[src/rtl/run_control_pkg.sv]
// Shared types and constants for the MIC-1 run-control front panel.
// States, button indices and LED bit positions.
package run_control_pkg;

    typedef enum logic [2:0] {
        ST_IDLE = 3'd0,
        ST_RUN  = 3'd1,
        ST_STOP = 3'd2,
        ST_STEP = 3'd3,
        ST_RSTG = 3'd4
    } state_e;

    localparam int BTN_RUN   = 0;
    localparam int BTN_BURST = 1;
    localparam int BTN_STEP  = 2;
    localparam int BTN_STOP  = 3;
    localparam int BTN_RESET = 4;

    localparam int LED_RUN  = 0;
    localparam int LED_STOP = 1;
    localparam int LED_STEP = 2;
    localparam int LED_RSTG = 3;
    localparam int LED_IDLE = 4;
    localparam int LED_BP   = 5;

    function automatic logic [4:0] state_leds(state_e s);
        logic [4:0] l;
        l = '0;
        case (s)
            ST_RUN:  l[LED_RUN]  = 1'b1;
            ST_STOP: l[LED_STOP] = 1'b1;
            ST_STEP: l[LED_STEP] = 1'b1;
            ST_RSTG: l[LED_RSTG] = 1'b1;
            ST_IDLE: l[LED_IDLE] = 1'b1;
            default: l = '0;
        endcase
        return l;
    endfunction

endpackage

[src/rtl/btn_debounce.sv]
// One button: 2-flop synchroniser, stable-count debouncer, rising-edge pulse.
// Level and edge history reset to 0 so reset itself never yields a pulse.
module btn_debounce #(
    parameter int DEBOUNCE_CYCLES = 1000000
) (
    input  logic clk,
    input  logic reset,
    input  logic i_btn,
    output logic o_pulse
);

    localparam int CW = $clog2(DEBOUNCE_CYCLES + 1);
    localparam logic [CW-1:0] LAST = CW'(DEBOUNCE_CYCLES - 1);

    logic [1:0]    r_sync;
    logic          r_level;
    logic          r_prev;
    logic [CW-1:0] r_cnt;

    always_ff @(posedge clk) begin
        if (reset) begin
            r_sync  <= '0;
            r_level <= 1'b0;
            r_prev  <= 1'b0;
            r_cnt   <= '0;
        end else begin
            r_sync <= {r_sync[0], i_btn};
            r_prev <= r_level;
            // Any sample agreeing with the current level restarts the run.
            if (r_sync[1] == r_level) begin
                r_cnt <= '0;
            end else if (r_cnt == LAST) begin
                r_level <= ~r_level;
                r_cnt   <= '0;
            end else begin
                r_cnt <= r_cnt + 1'b1;
            end
        end
    end

    assign o_pulse = r_level & ~r_prev;

endmodule

[src/rtl/run_control_fsm.sv]
// Front-panel run control for the MIC-1 core: run/stop/step/burst/reset.
// Define RUN_CTRL_BREAKPOINT_EN to let bp_hit halt the core.
module run_control_fsm
    import run_control_pkg::*;
#(
    parameter int N_BTN           = 5,
    parameter int DEBOUNCE_CYCLES = 1000000,
    parameter int STEP_N          = 16,
    parameter int RST_CYCLES      = 4
) (
    input  logic             clk,
    input  logic             reset,
    input  logic [N_BTN-1:0] button,
    input  logic             bp_hit,
    output logic             cpu_en,
    output logic             cpu_rst,
    output logic [5:0]       led,
    output logic [2:0]       state
);

    localparam int SW = $clog2(STEP_N + 1);
    localparam int RW = $clog2(RST_CYCLES + 1);

    logic [N_BTN-1:0] w_pulse;

    for (genvar g = 0; g < N_BTN; g++) begin : g_btn
        btn_debounce #(
            .DEBOUNCE_CYCLES(DEBOUNCE_CYCLES)
        ) u_db (
            .clk    (clk),
            .reset  (reset),
            .i_btn  (button[g]),
            .o_pulse(w_pulse[g])
        );
    end

    logic w_p_rst, w_p_stop, w_p_run, w_p_step, w_p_burst;

    // One winner per cycle: RESET > STOP > RUN > STEP > BURST.
    assign w_p_rst   = w_pulse[BTN_RESET];
    assign w_p_stop  = w_pulse[BTN_STOP] & ~w_p_rst;
    assign w_p_run   = w_pulse[BTN_RUN] & ~w_p_rst & ~w_pulse[BTN_STOP];
    assign w_p_step  = w_pulse[BTN_STEP] & ~w_p_rst & ~w_pulse[BTN_STOP]
                     & ~w_pulse[BTN_RUN];
    assign w_p_burst = w_pulse[BTN_BURST] & ~w_p_rst & ~w_pulse[BTN_STOP]
                     & ~w_pulse[BTN_RUN] & ~w_pulse[BTN_STEP];

    state_e        r_state;
    logic [SW-1:0] r_scnt;
    logic [RW-1:0] r_rcnt;
    logic          r_bp;
    logic          r_cpu_en;
    logic          r_cpu_rst;
    logic [5:0]    r_led;

    logic w_active;
    logic w_bp_ev;
    logic w_bp_next;

    assign w_active = (r_state == ST_RUN) || (r_state == ST_STEP);

`ifdef RUN_CTRL_BREAKPOINT_EN
    assign w_bp_ev = bp_hit & w_active;

    always_comb begin
        w_bp_next = r_bp;
        if (w_bp_ev && !w_p_rst) begin
            w_bp_next = 1'b1;
        end else if (w_p_run || w_p_step || w_p_burst || w_p_rst) begin
            w_bp_next = 1'b0;
        end
    end
`else
    assign w_bp_ev   = 1'b0;
    assign w_bp_next = 1'b0;
`endif

    state_e        w_next;
    logic [SW-1:0] w_scnt;
    logic [RW-1:0] w_rcnt;

    always_comb begin
        w_next = r_state;
        w_scnt = r_scnt;
        w_rcnt = r_rcnt;
        if (r_state == ST_RSTG) begin
            if (r_rcnt <= RW'(1)) begin
                w_next = ST_IDLE;
                w_rcnt = '0;
            end else begin
                w_rcnt = r_rcnt - 1'b1;
            end
        end else if (w_p_rst) begin
            w_next = ST_RSTG;
            w_rcnt = RW'(RST_CYCLES);
            w_scnt = '0;
        end else if (w_active && (w_p_stop || w_bp_ev)) begin
            w_next = ST_STOP;
            w_scnt = '0;
        end else if (r_state == ST_IDLE || r_state == ST_STOP) begin
            if (w_p_run) begin
                w_next = ST_RUN;
            end else if (w_p_step) begin
                w_next = ST_STEP;
                w_scnt = SW'(1);
            end else if (w_p_burst) begin
                w_next = ST_STEP;
                w_scnt = SW'(STEP_N);
            end
        end else if (r_state == ST_STEP) begin
            if (r_scnt <= SW'(1)) begin
                w_next = ST_STOP;
                w_scnt = '0;
            end else begin
                w_scnt = r_scnt - 1'b1;
            end
        end
    end

    always_ff @(posedge clk) begin
        if (reset) begin
            r_state   <= ST_IDLE;
            r_scnt    <= '0;
            r_rcnt    <= '0;
            r_bp      <= 1'b0;
            r_cpu_en  <= 1'b0;
            r_cpu_rst <= 1'b0;
            r_led     <= 6'b010000;
        end else begin
            r_state   <= w_next;
            r_scnt    <= w_scnt;
            r_rcnt    <= w_rcnt;
            r_bp      <= w_bp_next;
            r_cpu_en  <= (w_next == ST_RUN) || (w_next == ST_STEP);
            r_cpu_rst <= (w_next == ST_RSTG);
            r_led     <= {w_bp_next, state_leds(w_next)};
        end
    end

    assign cpu_en  = r_cpu_en;
    assign cpu_rst = r_cpu_rst;
    assign led     = r_led;
    assign state   = r_state;

endmodule

[config.mk]
export PLATFORM = sky130hd
export DESIGN_NAME = run_control_fsm
export DESIGN_NICKNAME = d
export VERILOG_FILES = /design/src/rtl/run_control_pkg.sv /design/src/rtl/btn_debounce.sv /design/src/rtl/run_control_fsm.sv
export SDC_FILE = /design/constraint.sdc
export NUM_CORES = 1
export LEC_CHECK = 0
export CAP_MARGIN = 30
export CORE_UTILIZATION = 44
export DETAILED_ROUTE_END_ITERATION = 10
export HOLD_SLACK_MARGIN = 0.05
export RECOVER_POWER = 25
export SYNTH_ARGS = -nofsm -noshare
export SYNTH_HDL_FRONTEND = slang
export SYNTH_SLANG_ARGS = --single-unit
[constraint.sdc]
create_clock -name clk -period 3 [get_ports clk]
set_input_delay 0.45 -clock clk [delete_from_list [all_inputs] [get_ports clk]]
set_output_delay 0.45 -clock clk [all_outputs]
set_load 0.05 [all_outputs]
Yosys cells after proc, flatten, opt, wreduce, memory -nomap -nowiden
Index checks and enable logic that the tools add are counted.
{"block": "word_totals", "register_bits": 139, "in_bits": 8, "output_inout_bits": 11, "wordCells": 136}
{"block": "classes", "bitwise_logic": 35, "eq_ne": 20, "order_cmp": 2, "reduce_logical": 19, "muxes": 26, "add_sub_neg": 7}
{"cell": "$add A20 B1 Y20 const B", "n": 5}
{"cell": "$eq A20 B20 Y1 const B", "n": 5}
{"cell": "$mux W5", "n": 8}
{"cell": "$mux W3", "n": 13}
{"cell": "$not A1 Y1", "n": 20}
{"cell": "$and A1 B1 Y1", "n": 15}
{"cell": "$reduce_or A3 Y1", "n": 5}
{"cell": "$eq A3 B2 Y1 const B", "n": 4}
{"cell": "$reduce_and A2 Y1", "n": 5}
{"cell": "$eq A3 B1 Y1 const B", "n": 2}
{"cell": "$eq A3 B3 Y1 const B", "n": 2}
{"cell": "$logic_not A3 Y1", "n": 2}
{"cell": "$eq A1 B1 Y1", "n": 5}
{"cell": "$le A5 B1 Y1 const B", "n": 1}
{"cell": "$mux W1", "n": 5}
{"cell": "$ne A5 B5 Y1 const B", "n": 1}
{"cell": "$sub A5 B1 Y5 const B", "n": 1}
{"cell": "$ne A4 B4 Y1 const B", "n": 1}
{"cell": "$reduce_and A4 Y1", "n": 1}
{"cell": "$reduce_bool A4 Y1", "n": 1}
{"cell": "$le A3 B1 Y1 const B", "n": 1}
{"cell": "$logic_or A1 B1 Y1", "n": 3}
{"cell": "$sub A3 B1 Y3 const B", "n": 1}
{"cell": "$reduce_bool A2 Y1", "n": 1}
{"cell": "$logic_and A1 B1 Y1", "n": 1}

Logic depth before layout (Yosys ltp)
Gate-level depths: netlist of run 1.
{"block": "depth", "depth_word": 16, "ltp_mapped": 8, "mapped_depth_nobuf": 7}

Cells and area by module
Synthesis of run 1 repeated with hierarchy kept, for this count alone.
{"block": "hier_totals", "cells_unflattened": 685, "hier_area_um2": 6286.0}
{"module": "btn_debounce", "cells_each": 115, "n_inst": 5, "area_each_um2": 1068.5, "seq_area_each_um2": 480.5}
{"module": "run_control_fsm", "cells_each": 110, "n_inst": 1, "area_each_um2": 943.4, "seq_area_each_um2": 340.3}

Worst setup path after synthesis of run 1
Ideal clock, no wire load.
{"block": "synth_timing", "kind": "reg-to-reg", "from": "register r_state[0] (netlist: state[0])", "to": "register r_scnt[2]", "path_stages_with_launch": 6, "path_slack_ps": 1067, "arrival_ps": 1815, "setup_ps": 117, "period_less_slack_ps": 1933, "required_time_ps": 2883, "path_buffers": 0, "path_cell_list": "dfxtp_1 -> inv_1 -> or4_4 -> o311ai_4 -> nor3_2 -> a32o_1"}
{"block": "synth_between", "elab_chain_len": 5, "elab_cells_between_ends": 16, "cone_classes": "6 x eq/ne; 3 x mux; 1 x bitwise; 6 x reduce/logical"}
{"element": "from (decl)", "line_no": "run_control_fsm.sv:48", "source": "state_e r_state;"}
{"element": "from (signal assigned)", "line_no": "run_control_fsm.sv:130", "source": "r_state <= w_next;"}
{"element": "$eq A3 B1 Y1 (tied with other cells)", "line_no": "run_control_fsm.sv:60", "source": "assign w_active = (r_state == ST_RUN) || (r_state == ST_STEP);"}
{"element": "$logic_or A1 B1 Y1, on equally long branches", "line_no": "run_control_fsm.sv:60, run_control_fsm.sv:100"}
{"element": "$logic_and A1 B1 Y1 / $mux W5 (equally long branches)", "line_no": "run_control_fsm.sv:97, run_control_fsm.sv:100"}
{"element": "$ne A5 B5 Y1 (no line) (tied with other cells)"}
{"element": "$reduce_and A4 Y1 (no line) / $mux W5 (equally long branches)"}
{"element": "to (signal assigned)", "line_no": "run_control_fsm.sv:131", "source": "r_scnt <= w_scnt;"}
{"element": "to (decl)", "line_no": "run_control_fsm.sv:49", "source": "logic [SW-1:0] r_scnt;"}
Several ways; a longest one is shown, not always the timed one.
A chain may end at the register's enable or synchronous reset.

Worst setup path after layout of run 1
{"block": "layout_timing", "from": "register r_state[2] (netlist: state[2])", "to": "output port state[2]"}
{"element": "to (decl)", "line_no": "run_control_fsm.sv:18", "source": "output logic [2:0] state"}
No word-level cell between the ends.

==> results of run 1 <==
## through the flow
stage | hold slack, ns | util (%)
floorplan | 0.414 | -
global placement | 0.418 | 48.1
detailed placement | 0.435 | 48.1
CTS | 0.450 | 52.6
global route | 0.470 | 52.4
finish | 0.446 | 52.4
## per-layer routing
metal	track usage, %	wire length [µm]	vias up
met2	26.7	4790	52
met1	19.1	4740	2005
met4	8.33	210	0
met5	0	0	-
met3	4.36	311	18
li1	-	-	2243
## final timing paths
| path | startpoint | end | slack, ns | cells after the start |
|---|---|---|---|---|
| setup / recovery | state[2]$_SDFF_PP0_ | state[2] | 0.75 | 1 |
| hold / removal | g_btn[1].u_db.r_cnt[0]$_SDFF_PP0_ | g_btn[1].u_db.r_cnt[0]$_SDFF_PP0_ | 0.45 | 1 |
| setup reg to reg | g_btn[1].u_db.r_cnt[15]$_SDFF_PP0_ | g_btn[1].u_db.r_cnt[15]$_SDFF_PP0_ | 0.76 | 5 |
| hold reg to reg | g_btn[1].u_db.r_cnt[0]$_SDFF_PP0_ | g_btn[1].u_db.r_cnt[0]$_SDFF_PP0_ | 0.45 | 1 |
## sequential cells by signal, indices dropped and copies added, names as in the netlist
| name | count |
|---|---|
| r_rcnt | 3 |
| g_btn.u_db.r_level | 5 |
| g_btn.u_db.r_sync | 10 |
| led | 5 |
| g_btn.u_db.r_cnt | 100 |
| state | 3 |
| g_btn.u_db.r_prev | 5 |
| r_scnt | 5 |
| cpu_en | 1 |
## power groups by stage
stage | Sequential, mW | Combinational [mW] | Clock [mW]
finish | 1.83 | 0.0411 | 2.01
global placement | 1.87 | 0.0429 | 0
floorplan | 1.87 | 0.0308 | 0
detailed placement | 1.87 | 0.0436 | 0
CTS | 1.83 | 0.0438 | 2.07
global route | 1.83 | 0.0463 | 2.14
## cell usage in the layout (no fill, tap or decap), types with 2 or more instances in the layout
master,instances
a32o_1,2
and2_1,4
xnor2_1,32
nand3b_1,6
nand4_1,16
clkbuf_1,2
ha_1,9
clkinv_2,4
or3_1,6
clkdlybuf4s50_1,15
dfxtp_1,137
a31oi_1,2
mux2i_1,5
nor2_1,136
nor4_2,4
clkbuf_16,17
clkbuf_8,2
inv_1,18
and4_1,4
nand3_1,53
nand2_1,36
clkinvlp_4,5
nor4_1,12
or2_2,2
or4_1,2
or2_1,2
nand2b_1,5
o21ai_0,2
a21oi_1,8
nor4bb_1,2
bufinv_16,2
o21bai_1,3
nor2b_1,22
xor2_1,63
nor3_1,16
and3_1,12
## kinds of logic after synthesis
family | count (synthesis)
xor gates and xnor gates | 95
other | 1
muxes | 5
adders and majority gates | 9
and+or+nand+nor | 346
AOI/OAI and AO/OA | 29
DFF | 137
buffers and inverters | 36
## area by class of cell
| class | instances | area (µm²) |
|---|---|---|
| clock buffers | 19 | 453 |
| clock inverters | 12 | 126 |
| repair buffers | 18 | 168 |
| multi-input cells | 485 | 2950 |
| flip-flops and latches | 137 | 2740 |
| fillers | 1194 | 6100 |
| well taps | 172 | 215 |
| inverters | 18 | 67.6 |
==> metrics.md, run 1 <==
| Metric | Value |
|---|---|
| Design Power | `3.89 mW` |
| Cells along the critical path | `clkdlybuf4s50_1` |
| Via-to-Cell Ratio | `5.02` |
| Required time reported for the critical path endpoint | `2.55 ns` |
| Length of the first detailed-routing pass in iterations | `5` |
| Clock latency on the worst-skew pair | `0.42 ns` |
| Final critical delay including setup and external delays | `2.25 ns` |
| Run status | `complete, no violations` |
| Share of the synthesized area in compound gates (AO/OA/AOI/OAI) | `3.89%` |
| Clock tree sinks | `137` |
| Most frequent cell after synthesis | `dfxtp_1` |
| ANT nets after route | `0` |
| Number of violations of the max-capacitance limit | `0` |
| Buffers and inverters on the worst path | `1` |
| IO buf count | `16` |
| Post-synthesis share of cell area spent on full adders, half adders and majority gates | `1.91%` |
| Type of origin of the critical path | `flip-flop` |
| Gate Count Post-Synth | `658` |
| Final worst-path setup slack | `0.745 ns` |
| Cell count after placement | `830` |
| Post-route DRC violation count | `0` |
| Iter 0 DRT Violations | `215` |
| First-pass GRT wire length | `18.3 mm` |
| Library cell contributing the largest single delay on the critical path | `clkdlybuf4s50_1` |
| Sequential fraction of design power | `47.1%` |
| Critical Path End Type | `primary output` |
| Share of cells above drive strength 1 | `6.39%` |
| Number of max-slew violations in the final report | `0` |
| Gr ovfl total | `0` |
| Setup violations, final | `0` |
| RSZ-0062 raised after global routing | `false` |
| Initial antenna violation count | `0` |
| Relative slew slack | `32.1%` |
| Post-Synthesis Cell Area | `5890 µm²` |
| Number of storage elements in the synthesis netlist | `137` |
| Worst stage delay on the critical path | `0.87 ns` |
| Number of flops mapped to enable cells by yosys | `0` |
| Dominant combinational cell family by area after synthesis | `simple AND/OR/NAND/NOR gates` |
| Fin area | `6730 µm²` |
| Vias in the first global route | `4240` |
| Count of final hold-check violations | `0` |
| Fraction of registers with async set/reset | `0%` |
| Global Route Usage Sum | `16.1%` |
| Yosys warning total | `0` |
| Final worst path period share | `75.2%` |
| Die extent in x | `118 µm` |
| Switching power | `792 µW` |
| Area of the core region | `12800 µm²` |
| Worst vdd ir | `0.359 mV` |
| Path type of the worst setup path | `reg -> out` |
| Count of different cell masters after synthesis | `52` |
| Synthesized-area fraction occupied by xor and xnor cells | `14.1%` |
| Net switching fraction of the power | `20.4%` |
| Internal power summed over all cells | `3.10 mW` |
| Post-CTS setup repair buffer count | `0` |
| Full die area | `13800 µm²` |
| Static power due to leakage | `2.21 nW` |
| Maximum clock frequency | `0.443 GHz` |
| Total cell area at the placement stage | `6160 µm²` |
| Post-Synthesis Net Count | `675` |
| Leading cell types by total area after synthesis | `dfxtp_1 (47%), xor2_1 (9.4%), nor2_1 (8.7%), xnor2_1 (4.8%), nand3_1 (4.5%)` |
| Vias after detailed routing | `4318` |
| Deepest level of the CTS H-tree | `4` |
| Top cell types by occurrence after synthesis | `dfxtp_1 (137), nor2_1 (136), xor2_1 (63)` |
| Final cell count without fillers | `861` |
| Number of gates given a new drive strength after cts | `0` |
| Detailed placement HPWL | `6.92 mm` |
| # rows | `41` |
| Hold Crit Class | `reg -> reg` |
| Pre-CTS worst setup slack | `0.886 ns` |
| Antenna diode count | `0` |
| Main synth FF type | `dfxtp_1` |
| Category of cells accounting for the largest share of critical-path delay | `buffers and inverters` |
| Mapped Avg Cell Area | `8.95 µm²` |
| Initial Utilization | `45.9%` |
| Final Wtd Congestion | `0.825` |
| Arrival time of the worst setup path | `1.80 ns` |
| Combinational Power Share | `1.1%` |
| Measured slew at the worst slew-check pin | `1.02 ns` |
| Total negative slack for setup checks | `0 ns` |
| CTS Root Buffer Type | `clkbuf_16` |
| Vertical die dimension | `118 µm` |
| Net count, final | `694` |
| Maximum fanout along the worst path | `11` |
| Average wire per standard cell | `11.7 µm` |
| Power per Cell Area | `578 nW/µm²` |
| Share of Yosys cell area claimed by the top area cell type | `46.6%` |
| Largest area contributor in the netlist | `dfxtp_1` |
| Count of boundary I/O pins | `19` |
| Part of the total power dissipated in the clock network | `51.8%` |
| Sequential fraction of the synthesis area | `46.6%` |
| Buffer depth of the longest clock path | `2` |
| DRT Wirelength | `10.1 mm` |
| Number of CTS-inserted buffers | `17` |
| Largest clock skew in the final design | `0.00392 ns` |
| Clock-pin slew on the worst setup and hold paths | `0.06 ns` |
| Area overhead of the layout relative to synthesis | `14.3%` |
| Share of synthesized cell area in and, or, nand and nor gates | `29.5%` |
| Mux share of post-synthesis cell area | `0.850%` |
| Maximum number of pins on one net before global-route repair | `21` |
| Hold buffers post-CTS | `0` |
| CTS tree | `done` |
Power figures use the tool's default switching activity.
==> inputs of run 2 (changes only) <==
- clock period: 3 -> 2.11 ns (I/O delays scaled with it)
==> metrics.md, run 2 (same netlist as run 1, synthesis figures left out) <==
| Metric | Value |
|---|---|
| Final Wtd Congestion | `0.837 (was 0.825)` |
| Clock latency on the worst-skew pair | `0.42 ns (about the same)` |
| Area of the core region | `12800 µm² (unchanged)` |
| Gr ovfl total | `0 (unchanged)` |
| Cells along the critical path | `clkdlybuf4s50_1 (unchanged)` |
| Terminating pin of the worst hold path | `g_btn[3].u_db.r_sync[1]$_SDFF_PP0_ (was g_btn[1].u_db.r_cnt[0]$_SDFF_PP0_)` |
| Power per Cell Area | `860 nW/µm² (was 578 nW/µm²)` |
| Relative slew slack | `59.8% (was 32.1%)` |
| Worst stage delay on the critical path | `0.86 ns (was 0.87 ns)` |
| Critical Path End Type | `primary output (unchanged)` |
| Worst Reg-to-Reg Cells | `7 (was 5)` |
| Count of boundary I/O pins | `19 (unchanged)` |
| Flip-flop count of the largest register after layout | `100 (unchanged)` |
| Buffers and inverters on the worst path | `1 (unchanged)` |
| Static power due to leakage | `2.30 nW (was 2.21 nW)` |
| Antenna diode count | `0 (unchanged)` |
| Length of the first detailed-routing pass in iterations | `4 (was 5)` |
| Maximum clock frequency | `0.489 GHz` |
| IO buf count | `16 (unchanged)` |
| Measured slew at the worst slew-check pin | `0.603 ns (was 1.02 ns)` |
| First-pass GRT wire length | `18.1 mm (was 18.3 mm)` |
| Vias in the first global route | `4149 (was 4240)` |
| Path type of the worst setup path | `reg -> out (unchanged)` |
| Area overhead of the layout relative to synthesis | `16.7% (was 14.3%)` |
| Final worst path period share | `96.9%` |
| Maximum number of pins on one net before global-route repair | `21 (unchanged)` |
| Global Route Usage Sum | `15.9% (was 16.1%)` |
| Share of cells above drive strength 1 | `7.44% (was 6.39%)` |
| Maximum fanout along the worst path | `8 (was 11)` |
| DRT Wirelength | `10.1 mm (about the same)` |
| Part of the total power dissipated in the clock network | `54.8% (was 51.8%)` |
| Detailed placement HPWL | `7.00 mm (was 6.92 mm)` |
| Count of final hold-check violations | `0 (unchanged)` |
| Reg-to-Reg End | `g_btn[0].u_db.r_cnt[6]$_SDFF_PP0_ (was g_btn[1].u_db.r_cnt[15]$_SDFF_PP0_)` |
| Category of cells accounting for the largest share of critical-path delay | `buffers and inverters (unchanged)` |
| Worst vdd ir | `0.487 mV (was 0.359 mV)` |
| Sequential fraction of design power | `44.1% (was 47.1%)` |
| Hold Crit Class | `reg -> reg (unchanged)` |
| R2r startpoint | `g_btn[0].u_db.r_cnt[0]$_SDFF_PP0_ (was g_btn[1].u_db.r_cnt[15]$_SDFF_PP0_)` |
| Highest-count cells in the layout ignoring fill and taps | `dfxtp_1 (137), nor2_1 (136), xor2_1 (63) (unchanged)` |
| RSZ-0062 raised after global routing | `false (unchanged)` |
| Slack of the worst reg-to-reg path | `0.22 ns (was 0.76 ns)` |
| Library cell contributing the largest single delay on the critical path | `clkdlybuf4s50_1 (unchanged)` |
| Deepest level of the CTS H-tree | `4 (unchanged)` |
| Type of origin of the critical path | `flip-flop (unchanged)` |
| Worst hold stages | `1 (unchanged)` |
| Required time reported for the critical path endpoint | `1.79 ns (was 2.55 ns)` |
| Initial antenna violation count | `0 (unchanged)` |
| Buffer depth of the longest clock path | `2 (unchanged)` |
| Hold buffers post-CTS | `0 (unchanged)` |
| Final critical delay including setup and external delays | `2.04 ns` |
| CTS tree | `done (unchanged)` |
| Run status | `complete, no violations (unchanged)` |
| Net count, final | `704 (was 694)` |
| Clock tree sinks | `137 (unchanged)` |
| Iter 0 DRT Violations | `247 (was 215)` |
| Setup violations, final | `0 (unchanged)` |
| Final core occ | `53.6% (was 52.4%)` |
| CTS Root Buffer Type | `clkbuf_16 (unchanged)` |
| Arrival time of the worst setup path | `1.73 ns (was 1.80 ns)` |
| # rows | `41 (unchanged)` |
| Switching power | `1.08 mW (was 792 µW)` |
| Number of max-slew violations in the final report | `0 (unchanged)` |
| Hold Crit Start | `g_btn[3].u_db.r_sync[0]$_SDFF_PP0_ (was g_btn[1].u_db.r_cnt[0]$_SDFF_PP0_)` |
| Post-route DRC violation count | `0 (unchanged)` |
| Net switching fraction of the power | `18.2% (was 20.4%)` |
| Vias after detailed routing | `4349 (was 4318)` |
| Clock-pin slew on the worst setup and hold paths | `0.06 ns (about the same)` |
| Commonest non-fill, non-tap cell in the layout | `dfxtp_1 (unchanged)` |
| Largest clock skew in the final design | `0.00708 ns (was 0.00392 ns)` |
| ANT nets after route | `0 (unchanged)` |
| Number of CTS-inserted buffers | `17 (unchanged)` |
| Number of violations of the max-capacitance limit | `0 (unchanged)` |
| Largest reg by FF count | `g_btn.u_db.r_cnt (unchanged)` |
| Initial Utilization | `45.9% (unchanged)` |
| Total negative slack for setup checks | `0 ns (unchanged)` |
| Average wire per standard cell | `11.6 µm (was 11.7 µm)` |
| Die extent in x | `118 µm (unchanged)` |
| Internal power summed over all cells | `4.83 mW (was 3.10 mW)` |
| Via-to-Cell Ratio | `4.99 (was 5.02)` |
| Vertical die dimension | `118 µm (unchanged)` |
| Largest registers | `g_btn.u_db.r_cnt (100), g_btn.u_db.r_sync (10) (unchanged)` |
| Full die area | `13800 µm² (unchanged)` |
| Combinational Power Share | `1.1% (about the same)` |
==> run 2: cell count changes in the layout (fill, tap and decap cells not counted), moves of 2 or more <==
cell / change
buf_4: +7
clkbuf_1: +5
clkinvlp_4: -5
bufinv_16: +3
clkbuf_8: +2
==> run 2: per-layer routing <==
layer	up-vias	track usage (%)	share of wire [%]
met5	-	0	0
met1	2033	18.5	48
li1	2272	-	-
met3	15	3.97	2.2
met2	29	26.9	48
met4	0	8.49	2.2
==> run 2: power groups by stage <==
stage          sequential, mW  combinational [mW]  clock [mW]
6_report                 2.61              0.0631        3.24
4_1_cts                  2.61              0.0668        3.32
3_5_place_dp             2.66              0.0661           0
5_1_grt                  2.61              0.0696        3.42
3_3_place_gp             2.66              0.0649           0
2_1_floorplan            2.66              0.0437           0
==> run 2: worst max-delay path by stage <==
stage	start	endpoint	slack (ns)	cells past startpoint
floorplan	state[0]$_SDFF_PP0_	r_scnt[2]$_SDFFE_PP0P_	0.18	5
CTS	state[0]$_SDFF_PP0_	state[0]	0.03	1
detailed placement	g_btn[3].u_db.r_cnt[2]$_SDFF_PP0_	g_btn[3].u_db.r_cnt[18]$_SDFF_PP0_	0.17	5
global placement	reset	g_btn[3].u_db.r_cnt[5]$_SDFF_PP0_	0.23	4
finish	state[0]$_SDFF_PP0_	state[0]	0.07	1
global route	state[0]$_SDFF_PP0_	state[0]	0.01	1
==> run 2: per-stage QoR <==
step                hold slack (ns)  cells  setup slack (ns)  power [mW]  cell area [µm²]
finish                        0.433    871            0.0663        5.91             6870
CTS                           0.436    871            0.0349        5.99             6890
global placement              0.416    840             0.226        2.73             6240
global route                  0.448    871            0.0147        6.10             6870
detailed placement            0.423    840             0.168        2.73             6240
floorplan                     0.414    658             0.177        2.70             5890
==> run 2: cell type report <==
class / count / area [µm²]
Fill cell: 1172 / 5950
Sequential cell: 137 / 2740
Timing Repair Buffer: 28 / 230
Multi-Input combinational cell: 485 / 2960
Clock inverter: 8 / 165
Tap cell: 172 / 215
Clock buffer: 23 / 488
Inverter: 18 / 67.6
==> run 2: what timing repair did <==
item,4_1_cts,5_1_grt
endpoints found under the setup margin,1,8
resized for setup,1,1
setup buffers,0,0
==> inputs of run 3 (changes only) <==
- CORE_UTILIZATION: 44 -> 48
==> metrics.md, run 3 (same netlist as run 1, synthesis figures left out) <==
| Metric | Value |
|---|---|
| Run status | `complete, no violations (unchanged)` |
| Maximum clock frequency | `0.491 GHz (was 0.489 GHz)` |
| Setup violations, final | `0 (unchanged)` |
| Count of boundary I/O pins | `19 (unchanged)` |
| First-pass GRT wire length | `18.9 mm (was 18.1 mm)` |
| Buffers and inverters on the worst path | `1 (unchanged)` |
| Area overhead of the layout relative to synthesis | `16.8% (was 16.7%)` |
| Highest-count cells in the layout ignoring fill and taps | `dfxtp_1 (137), nor2_1 (136), xor2_1 (63) (unchanged)` |
| Number of CTS-inserted buffers | `17 (unchanged)` |
| Vertical die dimension | `113 µm (was 118 µm)` |
| Initial antenna violation count | `0 (unchanged)` |
| Measured slew at the worst slew-check pin | `0.663 ns (was 0.603 ns)` |
| Global Route Usage Sum | `18.4% (was 15.9%)` |
| ANT nets after route | `0 (unchanged)` |
| Arrival time of the worst setup path | `1.72 ns (was 1.73 ns)` |
| Post-route DRC violation count | `0 (unchanged)` |
| RSZ-0062 raised after global routing | `false (unchanged)` |
| Deepest level of the CTS H-tree | `4 (unchanged)` |
| Detailed placement HPWL | `7.14 mm (was 7.00 mm)` |
| Pre-CTS worst setup slack | `0.0728 ns (was 0.168 ns)` |
| Relative slew slack | `55.7% (was 59.8%)` |
| Antenna diode count | `0 (unchanged)` |
| Vias in the first global route | `4266 (was 4149)` |
| Cells along the critical path | `clkdlybuf4s50_1 (unchanged)` |
| Die extent in x | `113 µm (was 118 µm)` |
| Full die area | `12700 µm² (was 13800 µm²)` |
| Maximum fanout along the worst path | `8 (unchanged)` |
| CTS tree | `done (unchanged)` |
| Via-to-Cell Ratio | `5.10 (was 4.99)` |
| Static power due to leakage | `2.32 nW (was 2.30 nW)` |
| Largest registers | `g_btn.u_db.r_cnt (100), g_btn.u_db.r_sync (10) (unchanged)` |
| Category of cells accounting for the largest share of critical-path delay | `buffers and inverters (unchanged)` |
| Clock-pin slew on the worst setup and hold paths | `0.06 ns (about the same)` |
| Count of final hold-check violations | `0 (unchanged)` |
| Length of the first detailed-routing pass in iterations | `4 (unchanged)` |
| Area of the core region | `12000 µm² (was 12800 µm²)` |
| Commonest non-fill, non-tap cell in the layout | `dfxtp_1 (unchanged)` |
| Buffer depth of the longest clock path | `2 (unchanged)` |
| Library cell contributing the largest single delay on the critical path | `clkdlybuf4s50_1 (unchanged)` |
| Power per Cell Area | `878 nW/µm² (was 860 nW/µm²)` |
| Path type of the worst setup path | `reg -> out (unchanged)` |
| Average wire per standard cell | `12.3 µm (was 11.6 µm)` |
| Final critical delay including setup and external delays | `2.04 ns (about the same)` |
| Layout filler cell count | `1117 (was 1172)` |
| Total negative slack for setup checks | `0 ns (unchanged)` |
| Flip-flop count of the largest register after layout | `100 (unchanged)` |
| Design Power | `6.04 mW (was 5.91 mW)` |
| Final worst path period share | `96.6% (was 96.9%)` |
| CTS Root Buffer Type | `clkbuf_16 (unchanged)` |
| Required time reported for the critical path endpoint | `1.79 ns (about the same)` |
| # rows | `40 (was 41)` |
| Largest clock skew in the final design | `0.00939 ns (was 0.00708 ns)` |
| Clock latency on the worst-skew pair | `0.42 ns (about the same)` |
| Clock tree sinks | `137 (unchanged)` |
| Worst vdd ir | `0.839 mV (was 0.487 mV)` |
| Post-CTS setup repair buffer count | `0 (unchanged)` |
| Gr ovfl total | `0 (unchanged)` |
| Type of origin of the critical path | `flip-flop (unchanged)` |
| Initial Utilization | `49.2% (was 45.9%)` |
| DRT Wirelength | `10.5 mm (was 10.1 mm)` |
| Number of violations of the max-capacitance limit | `0 (unchanged)` |
| Critical Path End Type | `primary output (unchanged)` |
| Largest reg by FF count | `g_btn.u_db.r_cnt (unchanged)` |
| Worst stage delay on the critical path | `0.85 ns (was 0.86 ns)` |
| Iter 0 DRT Violations | `171 (was 247)` |
| Net count, final | `706 (was 704)` |
| Final worst-path setup slack | `0.0720 ns (was 0.0663 ns)` |
| Number of max-slew violations in the final report | `0 (unchanged)` |
| Final Wtd Congestion | `0.780 (was 0.837)` |
| Hold Crit Class | `reg -> reg (unchanged)` |
| Share of cells above drive strength 1 | `8.40% (was 7.44%)` |
| Vias after detailed routing | `4334 (was 4349)` |
| IO buf count | `16 (unchanged)` |
| Maximum number of pins on one net before global-route repair | `25 (was 21)` |
-- run 3: where the power goes --
group / internal [mW] / switching, mW / leakage, nW / total (mW)
registers: 2.60 / 0.00619 / 1.11 / 2.61
logic: 0.0242 / 0.0395 / 0.887 / 0.0637
clock network: 2.30 / 1.07 / 0.332 / 3.37
total: 4.93 / 1.11 / 2.32 / 6.04
-- run 3: timing repair --
action	in CTS	in global routing
endpoints found under the setup margin	1	39
hold buffers	0	0
gates resized for setup	1	2
-- run 3: final timing paths --
kind | endpoint | cells after the start | slack, ns | from
worst max register to register | r_scnt[2]$_SDFFE_PP0P_ | 4 | 0.14 | state[2]$_SDFF_PP0_
worst min-delay path | g_btn[3].u_db.r_sync[1]$_SDFF_PP0_ | 1 | 0.44 | g_btn[3].u_db.r_sync[0]$_SDFF_PP0_
worst max-delay path | state[0] | 1 | 0.07 | state[0]$_SDFF_PP0_
worst min register to register | g_btn[3].u_db.r_sync[1]$_SDFF_PP0_ | 1 | 0.44 | g_btn[3].u_db.r_sync[0]$_SDFF_PP0_
-- run 3: through the flow --
step	hold slack (ns)	utilization (%)	instance area [µm²]	std cells
5_1_grt	0.456	57.5	6880	849
2_1_floorplan	0.414	-	5890	658
6_report	0.438	57.5	6880	849
3_3_place_gp	0.419	52.0	6220	817
4_1_cts	0.437	57.7	6910	849
3_5_place_dp	0.425	52.0	6220	817
-- run 3: final cells by class --
type	count	area [µm²]	share of cell area, %
inverters	18	67.6	0.983
multi-input cells	485	2940	42.8
clock inverters	12	219	3.18
repair buffers	30	253	3.68
well taps	147	184	2.67
clock buffers	20	467	6.79
flip-flops and latches	137	2740	39.9
-- run 3: routing by layer --
| layer | GRT usage [%] | vias up | wire length, µm |
|---|---|---|---|
| met4 | 8.00 | 0 | 144 |
| met3 | 4.82 | 13 | 243 |
| met2 | 31.0 | 25 | 5050 |
| li1 | - | 2269 | - |
| met1 | 22.2 | 2027 | 5030 |
| met5 | 0 | - | 0 |
